--- src/rtl/read_control_pkg.sv ---
// read_control_pkg: shared types and default sizing for the event-buffer readout block.
// Revision 1.0
`default_nettype none
package read_control_pkg;

  localparam int DATA_W_DEF  = 32;
  localparam int EVT_LEN_DEF = 16;
  localparam int NSLOT_DEF   = 64;
  localparam int FIFO_DEPTH  = 4;

  typedef enum logic [1:0] {
    ST_IDLE   = 2'd0,
    ST_SUBMIT = 2'd1,
    ST_READ   = 2'd2,
    ST_DRAIN  = 2'd3
  } state_e;

endpackage
`default_nettype wire

--- src/rtl/read_control_out_fifo.sv ---
// rc_out_fifo: 4-deep output FIFO with flush; simultaneous push/pop honoured when full.
// Revision 1.0
`default_nettype none
module rc_out_fifo
  import read_control_pkg::*;
#(
  parameter int WIDTH = DATA_W_DEF + 1
) (
  input  logic             clk,
  input  logic             rst_n,
  input  logic             flush_i,
  input  logic             push_i,
  input  logic [WIDTH-1:0] push_data_i,
  input  logic             pop_i,
  output logic [WIDTH-1:0] head_o,
  output logic             empty_o,
  output logic [2:0]       count_o
);

  localparam int PTR_W = $clog2(FIFO_DEPTH);
  localparam int CNT_W = PTR_W + 1;
  localparam logic [CNT_W-1:0] FULL_CNT = CNT_W'(FIFO_DEPTH);

  logic [WIDTH-1:0] mem_q [FIFO_DEPTH];
  logic [PTR_W-1:0] wptr_q, wptr_d, rptr_q, rptr_d;
  logic [CNT_W-1:0] count_q, count_d;
  logic             w_push, w_pop;

  // A pop on a full FIFO frees the slot the same-cycle push lands in.
  assign w_pop  = pop_i && (count_q != '0);
  assign w_push = push_i && ((count_q != FULL_CNT) || w_pop);

  always_comb begin
    count_d = count_q;
    wptr_d  = wptr_q;
    rptr_d  = rptr_q;
    if (flush_i) begin
      count_d = '0;
      wptr_d  = '0;
      rptr_d  = '0;
    end else begin
      if (w_push) wptr_d = wptr_q + 1'b1;
      if (w_pop)  rptr_d = rptr_q + 1'b1;
      case ({w_push, w_pop})
        2'b10:   count_d = count_q + 1'b1;
        2'b01:   count_d = count_q - 1'b1;
        default: count_d = count_q;
      endcase
    end
  end

  always_ff @(posedge clk or negedge rst_n) begin
    if (!rst_n) begin
      count_q <= '0;
      wptr_q  <= '0;
      rptr_q  <= '0;
    end else begin
      count_q <= count_d;
      wptr_q  <= wptr_d;
      rptr_q  <= rptr_d;
    end
  end

  always_ff @(posedge clk) begin
    if (w_push && !flush_i) mem_q[wptr_q] <= push_data_i;
  end

  assign head_o  = mem_q[rptr_q];
  assign empty_o = (count_q == '0);
  assign count_o = 3'(count_q);

endmodule
`default_nettype wire

--- src/rtl/read_control.sv ---
// read_control: reads one queued event from the slot buffer and streams it out with credit-based flow control.
// Revision 1.0
`default_nettype none
module read_control
  import read_control_pkg::*;
#(
  parameter  int DATA_W  = DATA_W_DEF,
  parameter  int EVT_LEN = EVT_LEN_DEF,
  parameter  int NSLOT   = NSLOT_DEF,
  localparam int SLOT_W  = $clog2(NSLOT),
  localparam int IDX_W   = $clog2(EVT_LEN),
  localparam int ADDR_W  = SLOT_W + IDX_W
) (
  input  logic              clk,
  input  logic              rst_n,
  input  logic              live_rising,
  input  logic              r_request,
  output logic              r_submit,
  output logic              mem_rd_en,
  output logic [ADDR_W-1:0] mem_rd_addr,
  input  logic [DATA_W-1:0] mem_rd_data,
  output logic [DATA_W-1:0] tx_data,
  output logic              tx_valid,
  input  logic              tx_ready,
  output logic              tx_last,
  output logic              busy,
  output logic [SLOT_W-1:0] rd_slot
);

  localparam logic [3:0]       OUTST_MAX = 4'(FIFO_DEPTH);
  localparam logic [IDX_W-1:0] IDX_LAST  = IDX_W'(EVT_LEN - 1);

  state_e            state_q, state_d;
  logic [SLOT_W-1:0] slot_q, slot_d;
  logic [IDX_W-1:0]  idx_q, idx_d;
  logic [1:0]        vld_q, vld_d;
  logic [1:0]        lst_q, lst_d;
  logic [1:0]        drop_q, drop_d;

  logic [2:0]        w_fifo_count;
  logic              w_fifo_empty;
  logic [DATA_W:0]   w_head;
  logic              w_pop, w_push, w_credit;
  logic [3:0]        w_outst;

  assign w_pop    = tx_valid && tx_ready;
  assign w_push   = vld_q[1] && (drop_q == 2'd0);
  assign w_outst  = {1'b0, w_fifo_count} + {3'b000, vld_q[0]} + {3'b000, vld_q[1]} - {3'b000, w_pop};
  assign w_credit = (w_outst < OUTST_MAX);

  always_comb begin
    state_d   = state_q;
    slot_d    = slot_q;
    idx_d     = idx_q;
    r_submit  = 1'b0;
    mem_rd_en = 1'b0;
    case (state_q)
      ST_IDLE:   if (r_request) state_d = ST_SUBMIT;
      ST_SUBMIT: begin
        r_submit = 1'b1;
        idx_d    = '0;
        state_d  = ST_READ;
      end
      ST_READ: begin
        if (w_credit) begin
          mem_rd_en = 1'b1;
          idx_d     = idx_q + 1'b1;
          if (idx_q == IDX_LAST) state_d = ST_DRAIN;
        end
      end
      ST_DRAIN: begin
        if (w_pop && tx_last) begin
          state_d = ST_IDLE;
          slot_d  = slot_q + 1'b1;
        end
      end
      default: state_d = ST_IDLE;
    endcase
    if (live_rising) begin
      state_d   = ST_IDLE;
      slot_d    = '0;
      idx_d     = '0;
      r_submit  = 1'b0;
      mem_rd_en = 1'b0;
    end
  end

  // Reads still one stage from returning at abort are counted off as they land.
  always_comb begin
    vld_d  = {vld_q[0], mem_rd_en};
    lst_d  = {lst_q[0], mem_rd_en && (idx_q == IDX_LAST)};
    drop_d = drop_q;
    if (live_rising)                       drop_d = {1'b0, vld_q[0]};
    else if (vld_q[1] && (drop_q != 2'd0)) drop_d = drop_q - 2'd1;
  end

  always_ff @(posedge clk or negedge rst_n) begin
    if (!rst_n) begin
      state_q <= ST_IDLE;
      slot_q  <= '0;
      idx_q   <= '0;
      vld_q   <= '0;
      lst_q   <= '0;
      drop_q  <= '0;
    end else begin
      state_q <= state_d;
      slot_q  <= slot_d;
      idx_q   <= idx_d;
      vld_q   <= vld_d;
      lst_q   <= lst_d;
      drop_q  <= drop_d;
    end
  end

  rc_out_fifo #(
    .WIDTH(DATA_W + 1)
  ) u_out_fifo (
    .clk        (clk),
    .rst_n      (rst_n),
    .flush_i    (live_rising),
    .push_i     (w_push),
    .push_data_i({lst_q[1], mem_rd_data}),
    .pop_i      (w_pop),
    .head_o     (w_head),
    .empty_o    (w_fifo_empty),
    .count_o    (w_fifo_count)
  );

  assign tx_valid    = !w_fifo_empty;
  assign tx_data     = tx_valid ? w_head[DATA_W-1:0] : '0;
  assign tx_last     = tx_valid && w_head[DATA_W];
  assign mem_rd_addr = {slot_q, idx_q};
  assign busy        = (state_q != ST_IDLE);
  assign rd_slot     = slot_q;

endmodule
`default_nettype wire

--- config.mk ---
export PLATFORM = sky130hd
export DESIGN_NAME = read_control
export DESIGN_NICKNAME = d
export VERILOG_FILES = /design/src/rtl/read_control_pkg.sv /design/src/rtl/read_control_out_fifo.sv /design/src/rtl/read_control.sv
export SDC_FILE = /design/constraint.sdc
export NUM_CORES = 1
export LEC_CHECK = 0
export ABC_AREA = 1
export BUFFER_PORTS_ARGS = -buffer_cell sky130_fd_sc_hd__clkbuf_2
export CORE_UTILIZATION = 55
export CTS_BUF_LIST = sky130_fd_sc_hd__clkbuf_8
export CTS_CLUSTER_SIZE = 40
export DETAILED_ROUTE_END_ITERATION = 10
export GPL_ROUTABILITY_DRIVEN = 0
export PLACE_DENSITY = 0.77
export SLEW_MARGIN = 20
export SYNTH_ARGS = -nofsm -noshare
export SYNTH_HDL_FRONTEND = slang
export SYNTH_SLANG_ARGS = --single-unit
--- constraint.sdc ---
create_clock -name clk -period 8.4 [get_ports clk]
set_input_delay 0.42 -clock clk [delete_from_list [all_inputs] [get_ports clk]]
set_output_delay 0.42 -clock clk [all_outputs]
set_load 0.05 [all_outputs]
==> metrics.txt, run 1 <==
sequential area share after synthesis=68.5%; Die H=112 µm; CP max FO=between 60 and 70; routed len/inst=16.1 µm; Ports=90; Max Clock Freq=300 MHz; initial antenna violation count=0; crit share post-route=39.7%; fraction of layout cells with a size suffix above 1=between 20% and 30%; H-Tree Level Count=4; Clock Path Buffers=2; first-pass GRT wire length=21300 µm; Fin. Hold Viols=0; setup_tns=0 ns; Synth Instances=591; clock latency on the worst-skew pair=0.44 ns; Max Cap Violations=0; largest net degree at the start of global routing=69; CP Launch Type=flop; vias in the first global route=approximately 4.4k; P_leak=0.00301 µW; die width=112 µm; worst slew pin tran=between 1 and 1.5 ns; skew final=roughly 0.015 ns; Via-to-Cell Ratio=roughly 5.5; DRC errors left=0; fillers=865; Routed Antenna Nets=0; YS warnings=0; clock tree from TritonCTS=yes; CP arrival=2.91 ns; Yosys reg bits=~160; HPWL Detailed=7880 µm; Hold Crit Class=in -> reg; area taken by multi-input logic gates=1810 µm²; CTS resizes=0; Crit. End Element=output pin; layout net count=722; Post-Place Worst Slack=5.27 ns; Antenna Cells=0; global route total overflow=0; PortBufs=89; root buffer cell=clkbuf_8; Synth Cell Area=6700 µm²; Relative slew margins=27.5%; outcome=finished clean; floorplan core area=11700 µm²; final setup violating endpoints=0; DRT iter0 DRCs=435; Initial Util=57.5%; Power Density=310 nW/µm²; Area Overhead vs Synth=13.6%; Synth cell types=27; CTS sink cnt=157; Synthesized Nets=645; sequential standard cell area=4590 µm²; die area=12600 µm²; Worst Path Class, Setup=reg -> out; DP Cell Count=790; min cycle time layout=between 3 and 4 ns; fin. max-slew vios=0; Mean Syn Cell Area=11.3 µm²; gr usage total=22.1%; unrepaired setup endpoints after global routing=false; Rows=39; router iterations before antenna repair=5; worst vdd ir=roughly 0.00014 V; Routed WL=13200 µm; Num CTS Buffers=17; Non-Filler Instances=824; CP required=7.98 ns; vias=4495; fin worst setup slack=5.07 ns; clock slew at reported path FFs=0.08 ns
-- worst paths after layout --
check	cells after the start	startpoint	to	slack [ns]
setup / recovery	4	u_out_fifo.rptr_q[0]	tx_data[0]	5.07
max in group asynchronous	2	rst_n	u_out_fifo.rptr_q[0]	7.38
hold reg to reg	0	lst_q[0]	lst_q[1]	0.39
hold / removal	1	mem_rd_data[27]	u_out_fifo.mem_q[0][27]	0.20
setup reg to reg	7	u_out_fifo.rptr_q[0]	rd_slot[1]	5.57
min in group asynchronous	2	rst_n	rd_slot[5]	0.54
-- where the power goes --
| group | switching [µW] | leakage, µW | total, µW | internal, µW |
|---|---|---|---|---|
| logic | 696 | 0.00128 | 893 | 197 |
| registers | 48.3 | 0.00152 | 916 | 868 |
| clock network | 260 | 0.000207 | 549 | 288 |
-- logic make-up (layout without fill, tap and decap cells) --
logic type,count (synthesis),in the layout,share of synthesized area [%]
compound gates,120,120,9.43
simple gates,214,214,12.8
buf+inv,75,165,4.91
mux,1,1,0.149
fa+ha+maj,17,17,3.29
xor+xnor,7,7,0.915
flops,157,157,68.5
-- cells in the mapped netlist --
cell type,count,area share (%)
buf_4,7,0.78
inv_2,3,0.17
a31oi_1,1,0.093
nand4_1,4,0.37
nor2_1,142,8.0
nand2_1,42,2.4
o21ai_1,2,0.15
a21oi_1,35,2.6
dfrtp_1,25,9.3
or2_2,2,0.19
nor3_1,1,0.075
edfxtp_1,132,59
nand3_2,2,0.30
xnor2_1,1,0.13
xor2_1,6,0.78
buf_6,1,0.17
nand3_1,21,1.6
o21ai_2,5,0.65
o21ai_0,76,5.7
mux2i_1,1,0.15
fa_1,1,0.30
clkbuf_1,13,0.73
buf_1,2,0.11
a21oi_4,1,0.24
buf_2,11,0.82
ha_1,16,3.0
inv_1,38,2.1
-- metal layers --
metal / share of wire (%) / global-route usage (%) / vias to the layer above
met1: 43 / 27.5 / 2136
li1: - / - / 2175
met2: 51 / 38.0 / 173
met4: 0.97 / 7.38 / 0
met3: 5.5 / 5.45 / 11
met5: 0 / 0 / -
-- layout make-up --
class / instances / area share (%)
Clock inverter: 15 / 2.07
Multi-Input combinational cell: 359 / 23.8
Clock buffer: 17 / 3.07
Sequential cell: 157 / 60.3
Inverter: 41 / 2.02
Tap cell: 143 / 2.35
Timing Repair Buffer: 92 / 6.34
-- flip-flops by register name, indices dropped and copies added, names as in the netlist --
name	count
drop_q	2
idx_q	4
lst_q	2
rd_slot	6
state_q	2
u_out_fifo.count_o	3
u_out_fifo.mem_q	132
u_out_fifo.rptr_q	2
u_out_fifo.wptr_q	2
vld_q	2
-- cells in the final DEF (no fill, tap or decap), drive strengths merged, types with 2 or more instances in the layout --
cell / n
or2: 2
edfxtp: 132
inv: 45
nand3: 23
ha: 16
nor2: 142
clkbuf: 106
clkinvlp: 2
nand2: 42
o21ai: 83
bufinv: 3
buf: 2
dfrtp: 25
xor2: 6
a21oi: 36
clkinv: 6
nand4: 4
-- through the flow --
stage,total power [µW],hold slack (ns),area [µm²],utilization [%]
final,2360,0.203,7610,65.3
after global routing,2470,0.189,7610,65.3
after CTS,2370,0.180,7590,65.1
after detailed placement,1820,0.352,7190,61.6
after global placement,1800,0.350,7190,61.6
after floorplan,1620,0.124,6700,-
-- worst max-delay path, cell delays in order, from the launching register on --
cell      delay (ns)
dfrtp_4         0.75
inv_2           0.81
o21ai_0         0.26
a21oi_1         0.30
clkbuf_2        0.33
-- repair_timing --
item | CTS | global route
setup endpoints to repair | 0 | 0
endpoints found under the hold margin | 1 | 0
hold buffers | 1 | 0
buffers inserted | 0 | 0
No activity file was read; power rests on OpenSTA's default activity.
==> run 2, diff against run 1 <==
- clock period: 8.4 -> 3.2 ns (I/O delays scaled with it)
==> run 2 against run 1 <==
Worst setup slack got worse by 4.8 ns; non-clock buffer count rose by 40; flip-flop and latch count did not move; sequential power rose to 2.6 times the previous value; global-route usage grew 1.6 points; total power grew to 2.7 times the previous value; clock skew shrank 0.0049 ns; cell area is 5.0% higher; clock power grew to 2.6 times the previous value; combinational power rose to 2.7 times the previous value; clock-buffer cell count stayed put; via count increased by 3.6%; largest cell class unchanged; largest power group is now combinational logic.
==> metrics.txt, run 2 (synthesis results as in run 1) <==
outcome=finished clean; routed len/inst=16.1 µm (+0.14%); fin worst setup slack=0.313 ns (-4.76 ns); die area=12600 µm² (unchanged); DP Area=7270 µm² (+1.1%); fin. max-slew vios=0 (unchanged); Initial Util=57.5% (unchanged); hold_ws=0.139 ns (-0.0640 ns); final setup violating endpoints=0 (unchanged); CP Launch Type=flop; worst-path cell chain=nor2_2, a21oi_4, ha_1, inv_1, ha_1, nand2_1, nand2_1, nand2_1, nand2_1, nand2_1, nand2_1, inv_1, nand2_1, inv_1, clkbuf_2; worst r2r src=drop_q[0]; Area Overhead vs Synth=19.3%; Ports=90 (unchanged); gr usage total=23.7% (+1.6 points); floorplan core area=11700 µm² (unchanged); end of the worst register-to-register path=u_out_fifo.mem_q[0][4]; worst vdd ir=0.000407 V (+180%); Num CTS Buffers=17 (unchanged); Crit. End Element=output pin; Max Clock Freq=346 MHz; most frequent cells in the layout=137 x nor2_1, 132 x edfxtp_1, 89 x clkbuf_2, 76 x o21ai_0, 42 x nand2_1; DRT iter0 DRCs=384 (-12%); vias=4657 (+3.6%); setup bufs post-CTS=0 (unchanged); Worst Path Class, Setup=reg -> out; PortBufs=89 (unchanged); Max Cap Violations=0 (unchanged); fraction of layout cells with a size suffix above 1=20.2% (about the same); Clock Path Buffers=2 (unchanged); Routed Antenna Nets=0 (unchanged); R2R cell count=7 (unchanged); largest net degree at the start of global routing=46 (-33%); global route total overflow=0 (unchanged); DRC errors left=0 (unchanged); min cycle time layout=2.89 ns; initial antenna violation count=0 (unchanged); Worst setup endpoint=mem_rd_en; unrepaired setup endpoints after global routing=false; root buffer cell=clkbuf_8; CP arrival=2.73 ns (-0.18 ns); Power Density=786 nW/µm² (+150%); Non-Filler Instances=864 (+4.9%); CTS sink cnt=157 (unchanged); Worst path max stage delay=0.45 ns (-0.36 ns); Reg2Reg Setup Slack=0.69 ns (-4.88 ns); Die H=112 µm (unchanged); crit share post-route=90.2%; fillers=833 (-3.7%); vias in the first global route=4592 (+4.6%); P_leak=0.00319 µW (+5.7%); Antenna Cells=0 (unchanged); Post-Place Worst Slack=0.712 ns (-4.56 ns); CP max FO=5 (-93%); Rows=39 (unchanged); die width=112 µm (unchanged); DP Cell Count=799 (+1.1%); Relative slew margins=56.0% (+28 points); clock slew at reported path FFs=0.08 ns (about the same); setup_tns=0 ns (unchanged); CP most frequent cell=nand2_1; most common cell after layout, fill and taps aside=nor2_1; clock tree from TritonCTS=yes; clock latency on the worst-skew pair=0.45 ns (about the same); Largest register FFs=132 (unchanged); Setup crit start=u_out_fifo.count_o[0]; router iterations before antenna repair=5 (unchanged); Top reg by flops=u_out_fifo.mem_q; worst slew pin tran=0.660 ns (-0.425 ns); layout net count=762 (+5.5%); critical path's slowest cell=dfrtp_1; H-Tree Level Count=4 (unchanged); Via-to-Cell Ratio=5.39 (-1.2%); CP required=3.04 ns (-4.94 ns); HPWL Detailed=8490 µm (+7.8%); first-pass GRT wire length=22600 µm (+6.1%); cell area after layout=7990 µm² (+5.0%); skew final=0.00981 ns (-0.00491 ns); Fin. Hold Viols=0 (unchanged); Hold Crit Class=in -> reg; Routed WL=13900 µm (+5.0%)
## run 2: cell types whose count changed in the layout (fill, tap and decap cells not counted), sizes merged
cell         before  now
clkinvlp          2    1
dlygate4sd3       1   33
inv              45   42
buf               2   10
clkinv            6   10
## run 2: worst min path at each step
| stage | startpoint | end | slack (ns) | cells after the start |
|---|---|---|---|---|
| 2_1_floorplan | rst_n | drop_q[0] | -0.14 | 0 |
| 3_3_place_gp | rst_n | rd_slot[5] | 0.21 | 1 |
| 3_5_place_dp | rst_n | rd_slot[5] | 0.22 | 1 |
| 4_1_cts | tx_ready | u_out_fifo.rptr_q[0] | 0.13 | 5 |
| 5_1_grt | tx_ready | u_out_fifo.rptr_q[0] | 0.16 | 5 |
| 6_report | tx_ready | u_out_fifo.rptr_q[0] | 0.14 | 5 |
## run 2: critical path, delay by kind of cell (launching register included)
kind / cells / cell delay [ns]
AO/OA/AOI/OAI: 1 / 0.10
adder cells (fa/ha/maj): 2 / 0.54
buffers and inverters: 4 / 0.47
flip-flops: 1 / 0.45
AND/OR/NAND/NOR: 8 / 0.72
## run 2: cell type report
type / instances / area (µm²) / area share, %
Clock buffer: 17 / 234 / 2.93
Clock inverter: 15 / 155 / 1.94
Tap cell: 143 / 179 / 2.24
Multi-Input combinational cell: 359 / 1810 / 22.7
Timing Repair Buffer: 132 / 863 / 10.8
Sequential cell: 157 / 4590 / 57.5
Inverter: 41 / 154 / 1.93
## run 2: per-stage QoR
step | util [%] | total power [µW]
floorplan | - | 4270
global placement | 62.3 | 4780
detailed placement | 62.3 | 4830
CTS | 68.5 | 6290
global route | 68.5 | 6580
finish | 68.5 | 6280
## run 2: timing repair
action,CTS,global route
gates resized for setup,0,1
setup endpoints to repair,0,1
hold buffers,33,0
hold endpoints to repair,153,0
## run 2: per-layer routing
metal	part of all wire (%)	routed length (µm)	track usage (%)
met5	0	0	0
met4	1.6	223	10.2
met3	5.5	762	4.59
met2	50	6940	40.3
met1	43	5970	29.7
## run 2: power by group
group	switching (µW)	internal (µW)
clock network	699	753
registers	98.0	2280
logic	1880	565
==> run 3, diff against run 2 <==
- SYNTH_HIERARCHICAL: unset -> 1
==> run 3 against run 2 <==
Sequential share of layout area down 0.96 points; largest cell class unchanged; clock power down 15%; largest power group unchanged; cell area up 1.7%; clock skew up 0.0015 ns; worst hold slack worse by 0.031 ns; global-route usage down 1.0 points; synthesized cell count up 1.9%; highest routed layer unchanged.
==> metrics.txt, run 3 <==
outcome=finished clean; DRT iter0 DRCs=343 (-11%); crit share post-route=89.3% (-0.93 points); combinational power share=41.0% (+2.0 points); global route total overflow=0 (unchanged); CP max FO=13 (+8); Area Overhead vs Synth=19.4%; skew final=0.0113 ns (+0.00153 ns); gr usage total=22.6% (-1.0 points); Rows=40 (+2.6%); worst-path cell chain=inv_1, nand2_1, inv_1, buf_8, o21ai_0, nand2_1, ha_1, nand2_1, nand2_1, nand2_1, nand2_1, nand2_1, nand2_1, inv_1, nand2_1, inv_1, buf_4; Switching Share=43.0% (+0.27 points); Max Clock Freq=350 MHz (+1.0%); fin worst setup slack=0.342 ns (+0.0296 ns); CTS sink cnt=157 (unchanged); Crit. End Element=output pin; final setup violating endpoints=0 (unchanged); worst vdd ir=0.000504 V (+24%); Ports=90 (unchanged); initial antenna violation count=0 (unchanged); CP arrival=2.70 ns (-0.03 ns); CP Launch Type=flop; most frequent cells in the layout=132 x edfxtp_1, 107 x nor2_1, 88 x clkbuf_2, 77 x inv_1, 75 x o21ai_0; most common cell after layout, fill and taps aside=edfxtp_1; post-synth top area share=58.2% (-0.92 points); DP Cell Count=842 (+5.4%); Internal Power=3480 µW (-3.2%); min cycle time layout=2.86 ns (-0.0296 ns); Non-Filler Instances=906 (+4.9%); vias in the first global route=4519 (-1.6%); Power Density=751 nW/µm² (-4.4%); Fin. Hold Viols=0 (unchanged); layout net count=779 (+2.2%); Psw=2620 µW (-2.2%); Largest register FFs=132 (unchanged); Antenna Cells=0 (unchanged); die width=113 µm (+0.78%); Top reg by flops=u_out_fifo/mem_q; routed len/inst=15.1 µm (-5.9%); fillers=888 (+6.6%); largest cells by area after synthesis=edfxtp_1 58%, dfrtp_1 9.2%, nor2_1 6.1%; worst slew pin tran=0.626 ns (-0.0340 ns); HPWL Detailed=8900 µm (+4.8%); setup_tns=0 ns (unchanged); Num CTS Buffers=17 (unchanged); asr flop ratio synth=15.9% (unchanged); most common cell in the synthesized netlist=edfxtp_1; Max Cap Violations=0 (unchanged); Clock power frac=20.1% (-3.0 points); floorplan core area=12100 µm² (+3.4%); Post-synth EDFFs=132 (unchanged); ys flop type=edfxtp_1; clock latency on the worst-skew pair=0.44 ns (about the same); setup bufs post-CTS=0 (unchanged); fin. max-slew vios=0 (unchanged); cell area after layout=8130 µm² (+1.7%); PortBufs=89 (unchanged); sequential area share after synthesis=67.4% (-1.1 points); CP required=3.04 ns (about the same); P_leak=0.00339 µW (+6.4%); root buffer cell=clkbuf_8; Initial Util=56.4% (-1.0 points); largest net degree at the start of global routing=43 (-6.5%); Synth top cells by count=132 x edfxtp_1, 111 x nor2_1, 75 x o21ai_0; unrepaired setup endpoints after global routing=false; Synthesized Nets=655 (+1.6%); Worst path max stage delay=0.49 ns (+0.04 ns); clock slew at reported path FFs=0.08 ns (about the same); clock tree from TritonCTS=yes; Yosys reg bits=157 (unchanged); router iterations before antenna repair=5 (unchanged); Synth Cell Area=6810 µm² (+1.6%); Routed WL=13700 µm (-1.3%); Hold Crit Class=in -> reg; first-pass GRT wire length=22000 µm (-2.7%); vias=4749 (+2.0%); die area=12800 µm² (+1.6%); DRC errors left=0 (unchanged); Routed Antenna Nets=0 (unchanged); Post-Place Worst Slack=0.618 ns (-0.0936 ns); Synth area leader=edfxtp_1; Relative slew margins=58.3% (+2.3 points); Mean Syn Cell Area=11.3 µm² (-0.27%); Via-to-Cell Ratio=5.24 (-2.8%); Worst Path Class, Setup=reg -> out; sequential fraction of design power=38.9% (+1.1 points); H-Tree Level Count=4 (unchanged); YS warnings=6 (+6); fraction of layout cells with a size suffix above 1=20.3% (+0.076 points); Synth Instances=602 (+1.9%); critical path's slowest cell=dfrtp_1; Synth cell types=32 (+19%); Clock Path Buffers=2 (unchanged); DP Area=7450 µm² (+2.5%); overall power=6100 µW (-2.8%); Die H=113 µm (+0.78%); CP most frequent cell=nand2_1
-- run 3: cell count changes after synthesis, moves of 3 or more --
cell and change:
xnor2_1 +3, inv_2 -3, a21oi_1 -30, nand4_1 +3
nor2_1 -31, buf_2 -3, inv_1 +36, nand2_1 +5
xor2_1 -6, o22ai_1 +33
-- run 3: layout make-up --
cell class	instances	area [µm²]	share of cell area [%]
Sequential cell	157	4590	56.5
Clock inverter	14	90.1	1.11
Timing Repair Buffer	138	931	11.5
Clock buffer	17	234	2.88
Multi-Input combinational cell	337	1790	22.0
Tap cell	168	210	2.59
Inverter	75	282	3.46
-- run 3: power by group through the flow --
stage	registers (µW)	logic, µW	clock network [µW]
finish	2370	2500	1230
global route	2380	2710	1330
CTS	2370	2480	1260
detailed placement	2410	2450	0
global placement	2400	2400	0
floorplan	2390	1920	0
-- run 3: cell families (layout without fill, tap and decap cells) --
| logic type | after synthesis | in the layout | share of synthesized area [%] |
|---|---|---|---|
| compound gates | 119 | 119 | 9.74 |
| buf+inv | 108 | 244 | 6.82 |
| fa+ha+maj | 16 | 16 | 3.05 |
| simple gates | 198 | 198 | 12.4 |
| xor+xnor | 4 | 4 | 0.515 |
| flops | 157 | 157 | 67.4 |
-- run 3: critical path, delay by kind of cell (launching register included) --
kind,cells,cell delay [ns]
simple gates,9,0.57
flops,1,0.49
buf+inv,6,0.76
compound gates,1,0.17
fa+ha+maj,1,0.27
-- run 3: metrics by stage --
step	utilization [%]	hold slack [ns]
4_1_cts	67.2	0.0769
6_report	67.4	0.108
3_3_place_gp	61.8	0.208
3_5_place_dp	61.8	0.216
2_1_floorplan	-	-0.136
5_1_grt	67.4	0.0946
-- run 3: final timing paths --
path / startpoint / endpoint / slack [ns] / cells after the start
worst max-delay path: u_out_fifo/count_o[2] / mem_rd_en / 0.34 / 17
worst min-delay path: live_rising / rd_slot[2] / 0.11 / 2
worst max register to register: u_out_fifo/count_o[2] / u_out_fifo/mem_q[2][25] / 0.63 / 8
worst min register to register: lst_q[0] / lst_q[1] / 0.35 / 0
max in group asynchronous: rst_n / u_out_fifo/rptr_q[0] / 2.48 / 2
min in group asynchronous: rst_n / idx_q[1] / 0.26 / 2
-- run 3: per-layer routing --
metal / share of wire [%] / vias to the layer above / track usage, %
li1: - / 2302 / -
met1: 42 / 2282 / 29.2
met2: 51 / 144 / 37.6
met3: 4.9 / 21 / 5.30
met4: 1.6 / 0 / 8.33
met5: 0 / - / 0
-- run 3: timing repair --
| action | in CTS | in global routing |
|---|---|---|
| gates resized for setup | 0 | 7 |
| hold endpoints to repair | 153 | 0 |
| setup endpoints to repair | 0 | 1 |
| hold buffers | 33 | 0 |
